$ cat src/rtl/ysyx_22040365_rf_wb_arbiter_pkg.sv
// Shared definitions for the regfile writeback arbiter: requester ids,
// default widths and the hard-wired zero register index.
package ysyx_22040365_rf_wb_arbiter_pkg;

    typedef enum logic {
        GRANT_EXU = 1'b0,
        GRANT_LSU = 1'b1
    } grant_e;

    localparam int DEF_ADDR_WIDTH = 5;
    localparam int DEF_DATA_WIDTH = 64;
    localparam int X0_IDX         = 0;

    function automatic grant_e other_grant(input grant_e g);
        return (g == GRANT_EXU) ? GRANT_LSU : GRANT_EXU;
    endfunction

endpackage

$ cat src/rtl/ysyx_22040365_rf_wb_arbiter_if.sv
// Writeback bus between EXU/LSU/decode and the regfile arbiter.
// Forwarding signals exist only when YSYX_22040365_RF_BYPASS_EN is defined.
interface ysyx_22040365_rf_wb_arbiter_if
    import ysyx_22040365_rf_wb_arbiter_pkg::*;
#(
    parameter int ADDR_WIDTH = DEF_ADDR_WIDTH,
    parameter int DATA_WIDTH = DEF_DATA_WIDTH
);
    logic                  exu_valid;
    logic [ADDR_WIDTH-1:0] exu_waddr;
    logic [DATA_WIDTH-1:0] exu_wdata;
    logic                  exu_ready;

    logic                  lsu_valid;
    logic [ADDR_WIDTH-1:0] lsu_waddr;
    logic [DATA_WIDTH-1:0] lsu_wdata;
    logic                  lsu_ready;

    logic                  issue_valid;
    logic [ADDR_WIDTH-1:0] issue_rd;
    logic [ADDR_WIDTH-1:0] rs1_addr;
    logic [ADDR_WIDTH-1:0] rs2_addr;
    logic                  rs1_busy;
    logic                  rs2_busy;

    logic                  rf_wen;
    logic [ADDR_WIDTH-1:0] rf_waddr;
    logic [DATA_WIDTH-1:0] rf_wdata;

`ifdef YSYX_22040365_RF_BYPASS_EN
    logic                  rs1_fwd_valid;
    logic [DATA_WIDTH-1:0] rs1_fwd_data;
    logic                  rs2_fwd_valid;
    logic [DATA_WIDTH-1:0] rs2_fwd_data;
`endif

    modport master (
        output exu_valid, exu_waddr, exu_wdata,
        input  exu_ready,
        output lsu_valid, lsu_waddr, lsu_wdata,
        input  lsu_ready,
        output issue_valid, issue_rd, rs1_addr, rs2_addr,
        input  rs1_busy, rs2_busy,
        input  rf_wen, rf_waddr, rf_wdata
`ifdef YSYX_22040365_RF_BYPASS_EN
        , input rs1_fwd_valid, rs1_fwd_data, rs2_fwd_valid, rs2_fwd_data
`endif
    );

    modport slave (
        input  exu_valid, exu_waddr, exu_wdata,
        output exu_ready,
        input  lsu_valid, lsu_waddr, lsu_wdata,
        output lsu_ready,
        input  issue_valid, issue_rd, rs1_addr, rs2_addr,
        output rs1_busy, rs2_busy,
        output rf_wen, rf_waddr, rf_wdata
`ifdef YSYX_22040365_RF_BYPASS_EN
        , output rs1_fwd_valid, rs1_fwd_data, rs2_fwd_valid, rs2_fwd_data
`endif
    );

endinterface

$ cat src/rtl/ysyx_22040365_rf_scoreboard.sv
// Busy bits for destination registers with loads in flight.
// YSYX_22040365_RF_BYPASS_EN masks a busy bit in the cycle its load is written back.
module ysyx_22040365_rf_scoreboard
    import ysyx_22040365_rf_wb_arbiter_pkg::*;
#(
    parameter int ADDR_WIDTH = DEF_ADDR_WIDTH
) (
    input  logic                  clk,
    input  logic                  rst,
    input  logic                  set_en,
    input  logic [ADDR_WIDTH-1:0] set_idx,
    input  logic                  clr_en,
    input  logic [ADDR_WIDTH-1:0] clr_idx,
    input  logic [ADDR_WIDTH-1:0] rs1_addr,
    input  logic [ADDR_WIDTH-1:0] rs2_addr,
    output logic                  rs1_busy,
    output logic                  rs2_busy
);
    localparam int DEPTH = 1 << ADDR_WIDTH;
    localparam logic [ADDR_WIDTH-1:0] ZERO_IDX = ADDR_WIDTH'(X0_IDX);

    logic [DEPTH-1:0] busy;

    // Set is applied after clear so a newly issued load supersedes a retiring one.
    always_ff @(posedge clk) begin
        if (rst) begin
            busy <= '0;
        end else begin
            if (clr_en)
                busy[clr_idx] <= 1'b0;
            if (set_en && set_idx != ZERO_IDX)
                busy[set_idx] <= 1'b1;
        end
    end

    logic rs1_raw;
    logic rs2_raw;

    always_comb begin
        rs1_raw = (rs1_addr != ZERO_IDX) && busy[rs1_addr];
        rs2_raw = (rs2_addr != ZERO_IDX) && busy[rs2_addr];
    end

`ifdef YSYX_22040365_RF_BYPASS_EN
    always_comb begin
        rs1_busy = rs1_raw && !(clr_en && clr_idx == rs1_addr);
        rs2_busy = rs2_raw && !(clr_en && clr_idx == rs2_addr);
    end
`else
    always_comb begin
        rs1_busy = rs1_raw;
        rs2_busy = rs2_raw;
    end
`endif

endmodule

$ cat src/rtl/ysyx_22040365_rf_wb_arbiter.sv
// Round-robin arbiter for the single regfile write port (EXU vs LSU) with a
// registered output stage; optional forwarding under YSYX_22040365_RF_BYPASS_EN.
module ysyx_22040365_rf_wb_arbiter
    import ysyx_22040365_rf_wb_arbiter_pkg::*;
#(
    parameter int ADDR_WIDTH = DEF_ADDR_WIDTH,
    parameter int DATA_WIDTH = DEF_DATA_WIDTH
) (
    input logic                          clk,
    input logic                          rst,
    ysyx_22040365_rf_wb_arbiter_if.slave bus
);
    localparam logic [ADDR_WIDTH-1:0] ZERO_IDX = ADDR_WIDTH'(X0_IDX);

    grant_e                last_grant;
    logic                  exu_grant;
    logic                  lsu_grant;
    logic                  exu_fire;
    logic                  lsu_fire;

    logic                  rf_wen_q;
    logic [ADDR_WIDTH-1:0] rf_waddr_q;
    logic [DATA_WIDTH-1:0] rf_wdata_q;

    // On conflict the requester that did not win last time goes first.
    always_comb begin
        exu_grant = bus.exu_valid &&
                    (!bus.lsu_valid || other_grant(last_grant) == GRANT_EXU);
        lsu_grant = bus.lsu_valid &&
                    (!bus.exu_valid || other_grant(last_grant) == GRANT_LSU);
        exu_fire  = exu_grant && !rst;
        lsu_fire  = lsu_grant && !rst;
    end

    assign bus.exu_ready = exu_fire;
    assign bus.lsu_ready = lsu_fire;

    always_ff @(posedge clk) begin
        if (rst) begin
            last_grant <= GRANT_EXU;
            rf_wen_q   <= 1'b0;
            rf_waddr_q <= '0;
            rf_wdata_q <= '0;
        end else if (exu_fire) begin
            last_grant <= GRANT_EXU;
            rf_wen_q   <= (bus.exu_waddr != ZERO_IDX);
            rf_waddr_q <= bus.exu_waddr;
            rf_wdata_q <= bus.exu_wdata;
        end else if (lsu_fire) begin
            last_grant <= GRANT_LSU;
            rf_wen_q   <= (bus.lsu_waddr != ZERO_IDX);
            rf_waddr_q <= bus.lsu_waddr;
            rf_wdata_q <= bus.lsu_wdata;
        end else begin
            rf_wen_q   <= 1'b0;
        end
    end

    assign bus.rf_wen   = rf_wen_q;
    assign bus.rf_waddr = rf_waddr_q;
    assign bus.rf_wdata = rf_wdata_q;

    ysyx_22040365_rf_scoreboard #(
        .ADDR_WIDTH (ADDR_WIDTH)
    ) u_scoreboard (
        .clk      (clk),
        .rst      (rst),
        .set_en   (bus.issue_valid),
        .set_idx  (bus.issue_rd),
        .clr_en   (lsu_fire),
        .clr_idx  (bus.lsu_waddr),
        .rs1_addr (bus.rs1_addr),
        .rs2_addr (bus.rs2_addr),
        .rs1_busy (bus.rs1_busy),
        .rs2_busy (bus.rs2_busy)
    );

`ifdef YSYX_22040365_RF_BYPASS_EN
    assign bus.rs1_fwd_valid = rf_wen_q && rf_waddr_q == bus.rs1_addr && bus.rs1_addr != ZERO_IDX;
    assign bus.rs2_fwd_valid = rf_wen_q && rf_waddr_q == bus.rs2_addr && bus.rs2_addr != ZERO_IDX;
    assign bus.rs1_fwd_data  = rf_wdata_q;
    assign bus.rs2_fwd_data  = rf_wdata_q;
`endif

endmodule

$ cat src/flat_wrapper.sv
// flat-port wrapper written by rule: the top's interface ports become plain ports
module ysyx_22040365_rf_wb_arbiter_flat import ysyx_22040365_rf_wb_arbiter_pkg::*;
#(
    parameter int ADDR_WIDTH = DEF_ADDR_WIDTH,
    parameter int DATA_WIDTH = DEF_DATA_WIDTH
)
  (clk, rst, bus_exu_valid, bus_exu_waddr, bus_exu_wdata, bus_exu_ready, bus_lsu_valid, bus_lsu_waddr, bus_lsu_wdata, bus_lsu_ready, bus_issue_valid, bus_issue_rd, bus_rs1_addr, bus_rs2_addr, bus_rs1_busy, bus_rs2_busy, bus_rf_wen, bus_rf_waddr, bus_rf_wdata);
  ysyx_22040365_rf_wb_arbiter_if #(.ADDR_WIDTH(ADDR_WIDTH), .DATA_WIDTH(DATA_WIDTH)) bus_i ();
  input logic clk;
  input logic rst;
  input wire logic [$bits(bus_i.exu_valid)-1:0] bus_exu_valid;
  input wire logic [$bits(bus_i.exu_waddr)-1:0] bus_exu_waddr;
  input wire logic [$bits(bus_i.exu_wdata)-1:0] bus_exu_wdata;
  output wire logic [$bits(bus_i.exu_ready)-1:0] bus_exu_ready;
  input wire logic [$bits(bus_i.lsu_valid)-1:0] bus_lsu_valid;
  input wire logic [$bits(bus_i.lsu_waddr)-1:0] bus_lsu_waddr;
  input wire logic [$bits(bus_i.lsu_wdata)-1:0] bus_lsu_wdata;
  output wire logic [$bits(bus_i.lsu_ready)-1:0] bus_lsu_ready;
  input wire logic [$bits(bus_i.issue_valid)-1:0] bus_issue_valid;
  input wire logic [$bits(bus_i.issue_rd)-1:0] bus_issue_rd;
  input wire logic [$bits(bus_i.rs1_addr)-1:0] bus_rs1_addr;
  input wire logic [$bits(bus_i.rs2_addr)-1:0] bus_rs2_addr;
  output wire logic [$bits(bus_i.rs1_busy)-1:0] bus_rs1_busy;
  output wire logic [$bits(bus_i.rs2_busy)-1:0] bus_rs2_busy;
  output wire logic [$bits(bus_i.rf_wen)-1:0] bus_rf_wen;
  output wire logic [$bits(bus_i.rf_waddr)-1:0] bus_rf_waddr;
  output wire logic [$bits(bus_i.rf_wdata)-1:0] bus_rf_wdata;
  assign bus_i.exu_valid = bus_exu_valid;
  assign bus_i.exu_waddr = bus_exu_waddr;
  assign bus_i.exu_wdata = bus_exu_wdata;
  assign bus_exu_ready = bus_i.exu_ready;
  assign bus_i.lsu_valid = bus_lsu_valid;
  assign bus_i.lsu_waddr = bus_lsu_waddr;
  assign bus_i.lsu_wdata = bus_lsu_wdata;
  assign bus_lsu_ready = bus_i.lsu_ready;
  assign bus_i.issue_valid = bus_issue_valid;
  assign bus_i.issue_rd = bus_issue_rd;
  assign bus_i.rs1_addr = bus_rs1_addr;
  assign bus_i.rs2_addr = bus_rs2_addr;
  assign bus_rs1_busy = bus_i.rs1_busy;
  assign bus_rs2_busy = bus_i.rs2_busy;
  assign bus_rf_wen = bus_i.rf_wen;
  assign bus_rf_waddr = bus_i.rf_waddr;
  assign bus_rf_wdata = bus_i.rf_wdata;
  ysyx_22040365_rf_wb_arbiter #(.ADDR_WIDTH(ADDR_WIDTH), .DATA_WIDTH(DATA_WIDTH)) u_core (.clk(clk), .rst(rst), .bus(bus_i));
endmodule
$ cat config.mk
export PLATFORM = sky130hd
export DESIGN_NAME = ysyx_22040365_rf_wb_arbiter_flat
export DESIGN_NICKNAME = d
export VERILOG_FILES = /design/src/rtl/ysyx_22040365_rf_wb_arbiter_pkg.sv /design/src/rtl/ysyx_22040365_rf_wb_arbiter_if.sv /design/src/rtl/ysyx_22040365_rf_scoreboard.sv /design/src/rtl/ysyx_22040365_rf_wb_arbiter.sv /design/src/flat_wrapper.sv
export SDC_FILE = /design/constraint.sdc
export NUM_CORES = 1
export LEC_CHECK = 0
export ABC_CLOCK_PERIOD_IN_PS = 3900
export CAP_MARGIN = 20
export CORE_MARGIN = 2
export CORE_UTILIZATION = 44
export CTS_CLUSTER_SIZE = 16
export DETAILED_ROUTE_END_ITERATION = 6
export GPL_ROUTABILITY_DRIVEN = 1
export GPL_TIMING_DRIVEN = 1
export HOLD_SLACK_MARGIN = 0.03
export PLACE_DENSITY = 0.86
export SLEW_MARGIN = 25
export SYNTH_ARGS = -nofsm -noshare
export SYNTH_HDL_FRONTEND = slang
export SYNTH_HIERARCHICAL = 1
export SYNTH_SLANG_ARGS = --single-unit
$ cat constraint.sdc
create_clock -name clk -period 3.9 [get_ports clk]
set_input_delay 0.78 -clock clk [delete_from_list [all_inputs] [get_ports clk]]
set_output_delay 0.78 -clock clk [all_outputs]
set_load 0.005 [all_outputs]
==> impl_results.md, run 1 <==
- Initial antenna violation count: 0
- Most common cell after layout, fill and taps aside: clkdlybuf4s50_1
- ANT cells: 0
- Htree depth: 3
- Clock skew: 0.00703 ns
- Yosys cell types: 35
- Seq/Total Area, Yosys: 0.424
- Syn avg cell area: 9.70 um2
- Die Wd: 109 um
- Cell Pwr Density: 341 nW/um2
- Post-synthesis adder-cell area fraction: 0
- Headroom to the max-slew limit: 0.498
- Final hold vios: 0
- Worst hold path class: reg2reg
- Depth of the most critical reg-to-reg path: 7
- Root buf cell: clkbuf_8
- Worst Hold Depth: 1
- Most frequent cells in the layout: 228 x clkdlybuf4s50_1, 103 x dfxtp_1, 67 x a221o_1
- Drt total wl: 17900 um
- Mapped Area: 4860 um2
- Largest family of logic cells by synthesized area: compound AO/OA/AOI/OAI gates
- Area Overhead vs Synth: 54.5%
- Aggregate global-route resource usage: 0.299
- Fin nets: 868
- Post-synthesis simple-gate area fraction: 0.137
- Vias post-DR: 5241
- FF+latch count, synth: 103
- Clk_lat worst skew: 0.37 ns
- DP Area: 7230 um2
- Final min period: 3.77 ns
- Vias in the first global route: 5203
- Max-cap violations: 0
- IO Pins: 232
- First-pass GRT wire length: 27000 um
- Crit end category: output pin
- Peak supply drop: 0.176 mV
- # DRC: 0
- Largest net degree at the start of global routing: 69
- Final setup viols: 0
- Setup TNS: 0 ns
- PortBufs: 231
- Clock transition at path regs: 0.09 ns
- Compound-Gate Fraction of Synth Area: 0.272
- Router iterations before antenna repair: 5
- Mapped Nets: 659
- Total gr overflow: 0
- Static leakage: 2.96 nW
- Hold buffers post-CTS: 0
- CTS Buf Count: 9
- CORE AREA: 10800 um2
- Post-synthesis mux area share: 0.0932
- Crit Path Max Fanout: 7
- Worst Setup Path Type: in2out
- Initial Util: 0.450
- Vias per cell: 6.13
- Post-DRT Antenna Nets: 0
- Post-CTS Setup Bufs: 0
- Post-route cell area: 7510 um2
- Post-DP HPWL: 13000 um
- YS warnings: 6
- CTS tree: yes
- Die Y: 109 um
- GPL Wtd Cong: 1.04
- Synth Area in XOR/XNOR: 0
- RSZ-0062 raised after global routing: false
- Wirelength per Cell: 20.9 um
- Worst-margin pin slew: 0.753 ns
- Final Slew Violations: 0
- Cell Rows: 38
- Layout cells sized above 1: 0.0755
- Setup crit start kind: primary input
- Worst-case clock buffer depth: 2
- DRT iter0 DRCs: 469
- Syn Inst Count: 501
- Period utilization: 0.968
- TritonCTS Sinks: 103
- Worst Path Required: 3.12 ns
- Area of the die: 11900 um2
- Critical path data arrival time: 2.99 ns
- Status: complete, no violations
- Fmax achieved: 0.265 GHz
-- area by class of cell --
cell class / count / area, um2
well taps: 140 / 175
clock buffers: 9 / 124
multi-input cells: 317 / 2450
fillers: 796 / 3290
flip-flops and latches: 103 / 2060
inverters: 32 / 120
repair buffers: 247 / 2440
clock inverters: 7 / 143
-- metal layers --
| layer | up-vias | routed length [um] | global-route usage |
|---|---|---|---|
| li1 | 2363 | - | - |
| met1 | 2491 | 6530 | 0.346 |
| met5 | - | 0 | 0 |
| met3 | 75 | 1640 | 0.0956 |
| met2 | 312 | 8820 | 0.491 |
| met4 | 0 | 916 | 0.158 |
-- state kept, by name (all words and copies together) (netlist names) --
signal	flops
u_core/last_grant	1
u_core/u_scoreboard/busy	32
u_core/bus.rf_wen	1
u_core/bus.rf_wdata	64
u_core/bus.rf_waddr	5
-- repair_timing --
item / in CTS / in global routing
gates resized for setup: 0 / 3
hold endpoints to repair: 0 / 0
setup endpoints to repair: 0 / 1
-- per-stage QoR --
| step | power, mW | utilization | hold slack, ns | setup WS [ns] | instances |
|---|---|---|---|---|---|
| 4_1_cts | 2.56 | 0.695 | 0.496 | 0.0161 | 855 |
| 3_3_place_gp | 1.69 | 0.670 | 0.469 | 0.0724 | 839 |
| 3_5_place_dp | 1.70 | 0.670 | 0.471 | 0.0251 | 839 |
| 5_1_grt | 2.65 | 0.695 | 0.511 | 0.0428 | 855 |
| 6_report | 2.56 | 0.695 | 0.494 | 0.125 | 855 |
| 2_1_floorplan | 1.35 | - | 0.449 | 1.03 | 501 |
-- critical path, stage by stage --
cell and delay (ns):
clkdlybuf4s50_1 0.73, mux4_2 0.56, mux2_2 0.28, nand3b_1 0.09, nand4_1 0.09, clkdlybuf4s50_1 0.46
-- cell usage after synthesis --
cell type	instances	area share
a22o_1	3	0.0054
mux4_2	12	0.056
nor3b_1	7	0.011
mux2_2	3	0.0070
nand4_1	1	0.0013
nand3b_1	7	0.011
and2_1	1	0.0013
inv_1	31	0.024
dfxtp_1	103	0.42
a21oi_1	34	0.035
nand3_1	5	0.0051
or3b_2	2	0.0036
mux4_1	3	0.016
o211a_1	1	0.0021
o211ai_1	1	0.0015
or4_1	1	0.0015
nor2_1	9	0.0070
and3_1	39	0.050
o21a_1	1	0.0015
o21ai_0	33	0.034
buf_6	6	0.014
nand2_1	38	0.029
clkbuf_1	33	0.025
mux2i_1	7	0.014
and3b_1	3	0.0054
buf_2	9	0.0093
nor2b_1	1	0.0013
or3_1	1	0.0013
nor3_1	5	0.0051
a2111oi_0	30	0.054
inv_2	1	0.00077
buf_1	1	0.00077
nand2b_1	1	0.0013
a221o_1	67	0.14
nor4_1	1	0.0013
-- power breakdown --
group	internal, mW	total, mW	switching, mW
combinational	0.327	0.525	0.199
sequential	1.12	1.16	0.0411
clock	0.493	0.880	0.386
-- path summary, 6_finish.rpt --
check | endpoint | startpoint | slack, ns
max | bus_rs2_busy | bus_rs2_addr[0] | 0.13
min | u_core/bus.rf_wdata[41]$_SDFFE_PP0P_ | u_core/bus.rf_wdata[41]$_SDFFE_PP0P_ | 0.49
min reg2reg | u_core/bus.rf_wdata[41]$_SDFFE_PP0P_ | u_core/bus.rf_wdata[41]$_SDFFE_PP0P_ | 0.49
max reg2reg | u_core/u_scoreboard/busy[28]$_SDFF_PP0_ | u_core/last_grant$_SDFFE_PP0P_ | 1.88
-- kinds of logic after synthesis --
| family | count (synthesis) |
|---|---|
| compound gates | 170 |
| flops | 103 |
| simple gates | 122 |
| mux | 25 |
| buf+inv | 81 |
Power figures use the tool's default switching activity.
==> inputs of run 2 (changes only) <==
- CAP_MARGIN: 20 -> default
- CORE_ASPECT_RATIO: default -> 1.4
==> run 2 against run 1 <==
Via count about the same. First-iteration DRC count shrank 8.1%. Final area hardly changed. Sequential cell count did not move. Worst setup slack better by 0.10 ns. Critical path type unchanged. Critical endpoint is now bus_rs1_busy. Largest cell class unchanged.
==> impl_results.md, run 2 (synthesis results as in run 1) <==
- Dpl ws: -0.0391 ns
- Area Overhead vs Synth: 54.5%
- Most frequent cells in the layout: 227 x clkdlybuf4s50_1, 103 x dfxtp_1, 67 x a221o_1
- Layout cells sized above 1: 0.0703
- Largest net degree at the start of global routing: 69
- Aggregate global-route resource usage: 0.291
- Post-DP HPWL: 12700 um
- Critical path data arrival time: 2.89 ns
- Worst Path Required: 3.12 ns
- ANT cells: 0
- Worst-margin pin slew: 0.745 ns
- # DRC: 0
- Drt total wl: 17800 um
- Status: complete, no violations
- Peak supply drop: 0.198 mV
- Fmax achieved: 0.272 GHz
- Final min period: 3.67 ns
- Htree depth: 3
- Clk network pwr share: 0.354
- Vias in the first global route: 5234
- Die Y: 128 um
- Crit end category: output pin
- CP peak stage delay: 0.54 ns
- Worst Setup Path Type: in2out
- Post-DRT Antenna Nets: 0
- Vias post-DR: 5237
- Internal Power: 1.95 mW
- Hold buffers post-CTS: 0
- Dpl cells: 836
- R2R setup slack: 1.74 ns
- Switching pwr: 0.647 mW
- Most common cell after layout, fill and taps aside: clkdlybuf4s50_1
- Non-filler cells, final: 852
- Final hold vios: 0
- Clock skew: 0.00830 ns
- Fin nets: 864
- Slowest CP cell: mux4_2
- Final Slew Violations: 0
- Headroom to the max-slew limit: 0.503
- Comb pwr share: 0.200
- Initial antenna violation count: 1
- RSZ-0062 raised after global routing: false
- CTS tree: yes
- Worst-case clock buffer depth: 2
- Static leakage: 2.94 nW
- Initial Util: 0.450
- Period utilization: 0.942
- Root buf cell: clkbuf_16
- Worst path cell trace: dlygate4sd2_1, mux4_2, mux2i_1, nor3b_1, or4_1, clkdlybuf4s50_1
- PortBufs: 231
- CORE AREA: 10800 um2
- CTS Buf Count: 9
- GPL Wtd Cong: 0.994
- Worst hold path class: reg2reg
- Max reg flops: 64
- Post-CTS Setup Bufs: 0
- Cell Rows: 45
- Worst setup margin: 0.225 ns
- Seq pwr share: 0.446
- Total gr overflow: 0
- IO Pins: 232
- Crit Path Max Fanout: 4
- DRT iter0 DRCs: 431
- Setup crit start kind: primary input
- Max-cap violations: 0
- Clock transition at path regs: 0.07 ns
- Vias per cell: 6.15
- Wirelength per Cell: 20.9 um
- Area of the die: 11900 um2
- Cell Pwr Density: 345 nW/um2
- Die Wd: 92.8 um
- Final setup viols: 0
- Switching Fraction: 0.249
- Router iterations before antenna repair: 5
- Clk_lat worst skew: 0.34 ns
- First-pass GRT wire length: 27400 um
- TritonCTS Sinks: 103
==> run 2: routing by layer <==
| metal | GRT usage | share of wire | vias to the layer above | wire length [um] |
|---|---|---|---|---|
| li1 | - | - | 2361 | - |
| met5 | 0 | 0.00073 | - | 13 |
| met1 | 0.333 | 0.36 | 2467 | 6410 |
| met2 | 0.512 | 0.51 | 330 | 9090 |
| met4 | 0.139 | 0.048 | 2 | 846 |
| met3 | 0.0626 | 0.081 | 77 | 1440 |
==> run 2: critical path: cells and delay by family <==
kind	cells	cell delay, ns
buffers and inverters	2	0.80
multiplexers	2	0.73
AND/OR/NAND/NOR	2	0.58
==> run 2: layout make-up <==
class | count | area [um2]
flip-flops and latches | 103 | 2060
multi-input cells | 317 | 2450
fillers | 826 | 3300
inverters | 32 | 120
clock inverters | 7 | 80.1
repair buffers | 243 | 2400
well taps | 141 | 176
clock buffers | 9 | 225
==> run 2: path summary, 6_finish.rpt <==
| check | startpoint | endpoint | cells after the start |
|---|---|---|---|
| max reg2reg | u_core/last_grant$_SDFFE_PP0P_ | u_core/u_scoreboard/busy[4]$_SDFF_PP0_ | 6 |
| min reg2reg | u_core/bus.rf_wdata[55]$_SDFFE_PP0P_ | u_core/bus.rf_wdata[55]$_SDFFE_PP0P_ | 1 |
| max | bus_rs1_addr[0] | bus_rs1_busy | 6 |
| min | u_core/bus.rf_wdata[55]$_SDFFE_PP0P_ | u_core/bus.rf_wdata[55]$_SDFFE_PP0P_ | 1 |
==> run 2: power by group through the flow <==
stage	Clock (mW)	Sequential, mW	Combinational (mW)
after floorplan	0	1.18	0.174
after global placement	0	1.18	0.501
after detailed placement	0	1.18	0.515
after CTS	0.937	1.16	0.517
after global routing	0.973	1.16	0.551
final	0.916	1.16	0.519
==> run 2: per-stage QoR <==
step / hold slack [ns] / util / setup TNS [ns] / area (um2) / power [mW]
2_1_floorplan: 0.449 / - / 0 / 4860 / 1.35
6_report: 0.492 / 0.694 / 0 / 7510 / 2.59
5_1_grt: 0.507 / 0.694 / 0 / 7510 / 2.69
3_5_place_dp: 0.469 / 0.666 / -0.0391 / 7200 / 1.69
4_1_cts: 0.492 / 0.694 / 0 / 7500 / 2.61
3_3_place_gp: 0.464 / 0.666 / -0.0377 / 7200 / 1.68
==> run 2: repair_timing <==
action	4_1_cts	5_1_grt
hold endpoints to repair	0	0
endpoints found under the setup margin	1	1
resized for setup	2	1
==> inputs of run 3 (changes only) <==
- CORE_ASPECT_RATIO: 1.4 -> default
- GPL_TIMING_DRIVEN: 1 -> default
==> results of run 3 <==
Final layout, timing and power as in run 1 (identical DEF).
